`config.mk`:
```
export PLATFORM = sky130hd
export DESIGN_NAME = frost32_mem_arbiter
export DESIGN_NICKNAME = d
export VERILOG_FILES = /design/src/rtl/frost32_mem_arbiter_pkg.sv /design/src/rtl/frost32_byte_lane_steer.sv /design/src/rtl/frost32_mem_arbiter.sv
export SDC_FILE = /design/constraint.sdc
export NUM_CORES = 1
export LEC_CHECK = 0
export CAP_MARGIN = 20
export CORE_MARGIN = 4
export CORE_UTILIZATION = 25
export CTS_BUF_LIST = sky130_fd_sc_hd__clkbuf_4 sky130_fd_sc_hd__clkbuf_8 sky130_fd_sc_hd__clkbuf_16
export DETAILED_ROUTE_END_ITERATION = 12
export HOLD_SLACK_MARGIN = 0.12
export PLACE_DENSITY = 0.52
export SKIP_CTS_REPAIR_TIMING = 1
export SYNTH_ARGS = -nofsm -noshare
export SYNTH_HDL_FRONTEND = slang
export SYNTH_SLANG_ARGS = --single-unit
export TNS_END_PERCENT = 30
```
`constraint.sdc`:
```
create_clock -name clk -period 3.25 [get_ports clk]
set_clock_uncertainty 0.05 [all_clocks]
set_input_delay 0.65 -clock clk [delete_from_list [all_inputs] [get_ports clk]]
set_output_delay 0.65 -clock clk [all_outputs]
set_load 0.05 [all_outputs]
```
`src/rtl/frost32_mem_arbiter_pkg.sv`:
```
// Shared types for the Frost32 memory arbiter: data access encodings,
// arbiter FSM states and the word-address field width.
package frost32_mem_arbiter_pkg;

    localparam int MSB_POS__MEM_ARB_WORD_ADDR = 29;

    typedef enum logic {
        DiatRead  = 1'b0,
        DiatWrite = 1'b1
    } DataInoutAccessType;

    typedef enum logic [1:0] {
        Dias32  = 2'd0,
        Dias16  = 2'd1,
        Dias8   = 2'd2,
        DiasBad = 2'd3
    } DataInoutAccessSize;

    typedef enum logic [1:0] {
        MaIdle  = 2'd0,
        MaFetch = 2'd1,
        MaData  = 2'd2,
        MaErr   = 2'd3
    } MemArbState;

endpackage

```
`src/rtl/frost32_byte_lane_steer.sv`:
```
// Little-endian byte-lane steering for 32/16/8-bit accesses on a 32-bit word.
// Ports: size_i/addr_lo_i select the lanes; wdata_i is right-justified write
// data, rdata_i the memory word; byte_en_o/wdata_o drive memory, rdata_o is
// the zero-extended read value, legal_o flags an aligned, valid-size access.
module frost32_byte_lane_steer
    import frost32_mem_arbiter_pkg::*;
(
    input  logic [1:0]  size_i,
    input  logic [1:0]  addr_lo_i,
    input  logic [31:0] wdata_i,
    input  logic [31:0] rdata_i,
    output logic [3:0]  byte_en_o,
    output logic [31:0] wdata_o,
    output logic [31:0] rdata_o,
    output logic        legal_o
);

    logic [31:0] shifted;

    always_comb begin
        shifted   = rdata_i >> {addr_lo_i, 3'b000};
        byte_en_o = 4'b0000;
        wdata_o   = 32'h0;
        rdata_o   = 32'h0;
        legal_o   = 1'b0;
        unique case (DataInoutAccessSize'(size_i))
            Dias32: begin
                legal_o   = (addr_lo_i == 2'b00);
                byte_en_o = 4'b1111;
                wdata_o   = wdata_i;
                rdata_o   = rdata_i;
            end
            Dias16: begin
                legal_o   = ~addr_lo_i[0];
                byte_en_o = 4'b0011 << addr_lo_i;
                wdata_o   = {2{wdata_i[15:0]}};
                rdata_o   = {16'h0, shifted[15:0]};
            end
            Dias8: begin
                legal_o   = 1'b1;
                byte_en_o = 4'b0001 << addr_lo_i;
                wdata_o   = {4{wdata_i[7:0]}};
                rdata_o   = {24'h0, shifted[7:0]};
            end
            DiasBad: begin
                legal_o   = 1'b0;
            end
        endcase
    end

endmodule

```
`src/rtl/frost32_mem_arbiter.sv`:
```
// Single-port memory arbiter: shares one word-addressed memory between the
// instruction fetch port and the data port, data-first with a starvation
// guard. Ports: fetch_* (fetch requester), data_* (data requester, 32/16/8
// bit, read/write, error on misaligned or bad size), mem_* (memory side,
// mem_req held until mem_ack). clk with synchronous active-high rst.
module frost32_mem_arbiter
    import frost32_mem_arbiter_pkg::*;
#(
    parameter int STARVE_LIMIT = 4
)
(
    input  logic        clk,
    input  logic        rst,
    input  logic        fetch_req,
    input  logic [31:0] fetch_addr,
    output logic        fetch_valid,
    output logic [31:0] fetch_data,
    input  logic        data_req,
    input  logic [31:0] data_addr,
    input  logic [31:0] data_wdata,
    input  logic        data_access_type,
    input  logic [1:0]  data_access_size,
    output logic        data_valid,
    output logic [31:0] data_rdata,
    output logic        data_err,
    output logic        mem_req,
    output logic        mem_we,
    output logic [29:0] mem_addr,
    output logic [3:0]  mem_byte_en,
    output logic [31:0] mem_wdata,
    input  logic [31:0] mem_rdata,
    input  logic        mem_ack
);

    localparam int CW = (STARVE_LIMIT > 0) ? $clog2(STARVE_LIMIT + 1) : 1;
    localparam logic [CW-1:0] LIMIT = CW'(STARVE_LIMIT);

    MemArbState         state_q, state_d;
    logic [CW-1:0]      starve_cnt_q, starve_cnt_d;
    logic [31:0]        addr_q, addr_d;
    logic [31:0]        wdata_q, wdata_d;
    logic               we_q, we_d;
    DataInoutAccessSize size_q, size_d;
    logic               fetch_valid_q, fetch_valid_d;
    logic [31:0]        fetch_data_q, fetch_data_d;
    logic               data_valid_q, data_valid_d;
    logic               data_err_q, data_err_d;
    logic [31:0]        data_rdata_q, data_rdata_d;

    logic               idle;
    logic [1:0]         steer_size;
    logic [1:0]         steer_lo;
    logic [3:0]         lane_be;
    logic [31:0]        lane_wdata;
    logic [31:0]        lane_rdata;
    logic               lane_legal;

    assign idle = (state_q == MaIdle);

    // In idle the steerer checks the live request for legality; once granted
    // it works from the latched access so requester changes are ignored.
    assign steer_size = idle ? data_access_size : size_q;
    assign steer_lo   = idle ? data_addr[1:0]   : addr_q[1:0];

    frost32_byte_lane_steer u_steer (
        .size_i    (steer_size),
        .addr_lo_i (steer_lo),
        .wdata_i   (wdata_q),
        .rdata_i   (mem_rdata),
        .byte_en_o (lane_be),
        .wdata_o   (lane_wdata),
        .rdata_o   (lane_rdata),
        .legal_o   (lane_legal)
    );

    always_ff @(posedge clk) begin
        if (rst) begin
            state_q       <= MaIdle;
            starve_cnt_q  <= '0;
            addr_q        <= '0;
            wdata_q       <= '0;
            we_q          <= 1'b0;
            size_q        <= Dias32;
            fetch_valid_q <= 1'b0;
            fetch_data_q  <= '0;
            data_valid_q  <= 1'b0;
            data_err_q    <= 1'b0;
            data_rdata_q  <= '0;
        end else begin
            state_q       <= state_d;
            starve_cnt_q  <= starve_cnt_d;
            addr_q        <= addr_d;
            wdata_q       <= wdata_d;
            we_q          <= we_d;
            size_q        <= size_d;
            fetch_valid_q <= fetch_valid_d;
            fetch_data_q  <= fetch_data_d;
            data_valid_q  <= data_valid_d;
            data_err_q    <= data_err_d;
            data_rdata_q  <= data_rdata_d;
        end
    end

    always_comb begin
        state_d       = state_q;
        starve_cnt_d  = starve_cnt_q;
        addr_d        = addr_q;
        wdata_d       = wdata_q;
        we_d          = we_q;
        size_d        = size_q;
        fetch_valid_d = 1'b0;
        fetch_data_d  = fetch_data_q;
        data_valid_d  = 1'b0;
        data_err_d    = 1'b0;
        data_rdata_d  = data_rdata_q;
        unique case (state_q)
            MaIdle: begin
                if (data_req && !(fetch_req && starve_cnt_q == LIMIT)) begin
                    state_d = lane_legal ? MaData : MaErr;
                    addr_d  = data_addr;
                    wdata_d = data_wdata;
                    we_d    = (data_access_type == DiatWrite);
                    size_d  = DataInoutAccessSize'(data_access_size);
                    if (!fetch_req) begin
                        starve_cnt_d = '0;
                    end else if (starve_cnt_q != LIMIT) begin
                        starve_cnt_d = starve_cnt_q + CW'(1);
                    end
                end else if (fetch_req) begin
                    state_d      = MaFetch;
                    addr_d       = fetch_addr;
                    we_d         = 1'b0;
                    size_d       = Dias32;
                    starve_cnt_d = '0;
                end
            end
            MaFetch: begin
                if (mem_ack) begin
                    state_d       = MaIdle;
                    fetch_valid_d = 1'b1;
                    fetch_data_d  = mem_rdata;
                end
            end
            MaData: begin
                if (mem_ack) begin
                    state_d      = MaIdle;
                    data_valid_d = 1'b1;
                    data_rdata_d = we_q ? 32'h0 : lane_rdata;
                end
            end
            MaErr: begin
                state_d      = MaIdle;
                data_valid_d = 1'b1;
                data_err_d   = 1'b1;
                data_rdata_d = 32'h0;
            end
        endcase
    end

    assign mem_req     = (state_q == MaFetch) || (state_q == MaData);
    assign mem_we      = (state_q == MaData) && we_q;
    assign mem_addr    = addr_q[MSB_POS__MEM_ARB_WORD_ADDR+2:2];
    assign mem_byte_en = (state_q == MaFetch)      ? 4'b1111 :
                         (state_q != MaData)       ? 4'b0000 :
                         we_q                      ? lane_be : 4'b1111;
    assign mem_wdata   = mem_we ? lane_wdata : 32'h0;

    assign fetch_valid = fetch_valid_q;
    assign fetch_data  = fetch_data_q;
    assign data_valid  = data_valid_q;
    assign data_err    = data_err_q;
    assign data_rdata  = data_rdata_q;

endmodule

```
==> summary by stage, run 1 <==
Pwr
The proportion of power drawn by flip-flops and latches is 0.307. Of the total power, the clock network draws 0.271. Of the total power, the share spent switching nets is 0.406. Power spread over the standard cell area amounts to 660 nW/um^2. Summed over all cells, the static leakage comes to 0.00392 uW. Across the VDD grid, the largest voltage drop is 0.327 mV. For this design the total switching power over the nets is 2820 uW. The power share of the combinational group is 0.422. The total design power is 6940 uW. Internal power comes to 4120 uW.

Synth
Of the total synthesized cell area, the portion taken by XOR and XNOR cells is 0. In this run, distinct cell masters in the synthesized netlist total 41. The total number of yosys warnings is 0. Of the total synthesized cell area, the portion taken by AND, OR, NAND and NOR gates is 0.213. Counting every instance in the synthesized netlist gives 809.

The top-area cell type share of the netlist area is 0.432. Synthesis inferred 139 register bits. Of the total synthesized cell area, the portion taken by full adders, half adders and majority gates is 0.0233. The complex-gate fraction of the synthesized area is 0.227. Yosys attributes the largest share of cell area to dfxtp_1 (43%), nand2_1 (13%), a21oi_1 (8.3%).

Synthesis produced a netlist with a net count of 957. The largest family of logic cells by synthesized area is compound AO/OA/AOI/OAI gates. Of the synthesized area, sequential elements account for 0.432. The average instance in the mapped netlist occupies 7.96 sq um. The share of cell area taken by muxes after synthesis is 0.0237. Summed over all instances, the cell type with the most area after synthesis is dfxtp_1. The post-synthesis cell area is 6440 sq um.

Floorplan
Measured along the y axis, the die boundary spans 169 microns. The chip width is 169 microns. The die covers 28400 sq um. The standard cell core area is 25300 sq um. The top-level I/O count is 271.

The starting density of the core is 0.255. In this run the core area contains 58 standard-cell rows.

CTS
The clock latency at the later pin of the worst-skew pair is 0.42 ns. The number of levels in the clock H-tree is 4. The clock transition at the registers of the reported paths is 0.06 ns. The buffer type at the clock tree root is clkbuf_16. In this run, CTS created clock tree buffers numbering 17. CTS saw 139 sinks. In this run the deepest clock path goes through 2 buffers. The TritonCTS clock tree is done.

GRT
The number of antenna violations at the first check in global routing came to 0. The wire length of the first global-routing pass is 38400 microns. The pin count of the biggest net entering global routing is 66.

The number of global-route vias before repair is 6433. The overflow left after global routing is 0. For this run, the total global-route usage over all layers was measured as 0.172.

Placement
After detailed placement, the design holds a cell count of 1354. Port buffering added 270 buffers. The detailed placer's ending HPWL is 18100 microns.

The final weighted congestion in routability-driven placement is 0.788.

Min path
The worst hold path begins at fetch_data[4]. The number of instances on the worst hold path is 2. The path with the worst hold slack has its endpoint at fetch_data[4]. The worst hold path belongs to the class reg -> reg.

Final layout
The proportion of layout cells with a drive suffix above 1 is 0.149. The final cell count without fillers is 1387. The number of nets in the layout is 1192. Compared with the post-synthesis result, the final layout area differs by 63.2%.

The count of inserted antenna diode cells is 0.

Outcome
The flow ran to the end, and the final reports show no timing, DRC or antenna violations.

STA
The final number of hold-violating endpoints is 0. Setup repair after global routing could not meet its margin everywhere. The number of slew-limit violations in the final report is 0.

The worst hold slack across all endpoints is 0.403 ns. The worst path needs 3.19 ns of the cycle, external delays included. Of the available clock period, the critical path in the final layout requires 0.980. The transition time of the tightest slew-check pin is 0.725 ns. After routing, the total negative slack on setup checks comes to 0 ns. The final number of setup-violating endpoints is 0. Timing would allow up to 314 MHz. Measured against its own limit, the worst slew margin works out to 0.517.

Worst setup path
STA classifies the critical path endpoint as an output port. Along the worst path, the maximum fanout reaches 8. In this run the critical register-to-register path is launched from state_q[0].

The data required time of the worst path is 2.55 ns. The data arrival time at the worst-slack endpoint is 2.49 ns. The kind of critical path is in -> out.

The worst register-to-register path ends at data_rdata[7]. The kind of start point of the critical path is an input pin. For the worst flop-to-flop path, the logic depth is 9. The slack of the worst reg-to-reg path is 0.77 ns.

Detailed routing
The final route contains 6509 vias. The number of detailed-routing iterations run before antenna repair is 5. The number of design rule violations left after detail routing is 0. Once detail routing completed, the nets flagged for antenna violations numbered 0. The average wire per cell in the routed design is 18.1 microns.

The detailed router finished its first iteration with 338 violations. The number of vias per cell after detailed routing is 4.69. The total wirelength of the detailed-routed design is 25100 microns.

Flow run
The number of maximum-capacitance violations is 0.
==> flip-flops by register name, summed over array words and instances, names as in the netlist <==
name          cells
fetch_valid       1
data_err          1
wdata_q          32
starve_cnt_q      3
data_rdata       32
we_q              1
data_valid        1
fetch_data       32
size_q            2
addr_q           32
state_q           2
==> cell usage in the layout, fill, tap and decap left out, types with 6 or more instances in the layout <==
cell | netlist | final
clkbuf_16 | 0 | 17
buf_12 | 0 | 38
a311oi_1 | 33 | 33
a22oi_1 | 26 | 24
a211oi_1 | 8 | 8
a221o_1 | 8 | 8
mux2i_1 | 8 | 8
nand3_1 | 23 | 23
a211o_1 | 8 | 8
a21oi_1 | 107 | 93
nand2_1 | 219 | 219
a22o_1 | 16 | 10
dfxtp_1 | 139 | 137
clkdlybuf4s50_1 | 0 | 233
ha_1 | 12 | 11
buf_4 | 31 | 33
a22o_4 | 0 | 6
a21oi_2 | 0 | 10
nor2_1 | 59 | 56
and2_4 | 0 | 8
==> power groups by stage <==
stage / combinational (uW) / sequential (uW) / clock, uW
final: 2930 / 2130 / 1880
after global routing: 3150 / 2170 / 2000
after CTS: 2910 / 2120 / 1940
after detailed placement: 2910 / 2160 / 0
after global placement: 2890 / 2160 / 0
after floorplan: 1720 / 2360 / 0
==> worst max-delay path, stage by stage <==
cell and delay [ns]:
clkdlybuf4s50_1 0.42, mux2_4 0.29, ha_1 0.22, nand2b_4 0.16, buf_4 0.17, nor2_4 0.09
buf_6 0.15, a22o_1 0.18, buf_12 0.14
==> cell usage after synthesis, drive strengths merged <==
cell type,number
nor3b,2
and2,11
clkbuf,39
o21ai,3
a21oi,107
o21bai,1
buf,51
a32oi,1
mux2,4
a221o,8
nor2,59
a22oi,26
nor4,1
nor3,2
and3,2
and4bb,1
a22o,16
o211ai,2
a211o,8
o311ai,1
mux2i,10
nor2b,6
a211oi,8
nand2,219
a21boi,2
nand3,23
a21o,1
nand3b,1
a31oi,1
a311oi,33
dfxtp,139
ha,12
inv,7
nand2b,2
==> cells by family (layout without fill, tap and decap cells) <==
family / count (synthesis) / in the layout
buffers and inverters: 97 / 345
flip-flops: 139 / 139
adder cells (fa/ha/maj): 12 / 12
AND/OR/NAND/NOR: 329 / 329
multiplexers: 14 / 14
AO/OA/AOI/OAI: 218 / 218
==> area by class of cell <==
class	count	area (sq um)
clock inverters	13	119
fillers	2558	14700
multi-input cells	573	3360
clock buffers	19	440
inverters	7	28.8
well taps	330	413
repair buffers	306	3360
flip-flops and latches	139	2790
==> how the worst max path moves through the flow <==
stage / slack, ns / start / endpoint
after global placement: -0.19 / data_access_size[1] / mem_wdata[19]
after global routing: -0.02 / data_access_size[0] / mem_wdata[12]
after CTS: -0.34 / state_q[0] / mem_wdata[18]
after detailed placement: -0.21 / data_access_size[1] / mem_wdata[16]
final: 0.06 / data_access_size[1] / mem_wdata[16]
after floorplan: -0.10 / state_q[0] / mem_wdata[11]
==> metal layers <==
metal | up-vias | part of all wire | track usage | wire, microns
li1 | 3255 | - | - | -
met1 | 3004 | 0.45 | 0.224 | 11300
met2 | 232 | 0.45 | 0.268 | 11200
met3 | 18 | 0.094 | 0.0703 | 2350
met4 | 0 | 0.012 | 0.0388 | 298
met5 | - | 0 | 0 | 0
==> per-stage QoR <==
| stage | instance area, sq um | utilization | worst slack (ns) |
|---|---|---|---|
| 2_1_floorplan | 6520 | - | -0.104 |
| 3_3_place_gp | 9790 | 0.388 | -0.194 |
| 3_5_place_dp | 9790 | 0.388 | -0.215 |
| 4_1_cts | 10300 | 0.410 | -0.339 |
| 5_1_grt | 10500 | 0.416 | -0.0154 |
| 6_report | 10500 | 0.416 | 0.0635 |
(Power assumes the default switching activity.)
==> run 2, diff against run 1 <==
- GPL_TIMING_DRIVEN: unset -> 1
==> results of run 2 <==
Final layout, timing and power as in run 1 (identical DEF).
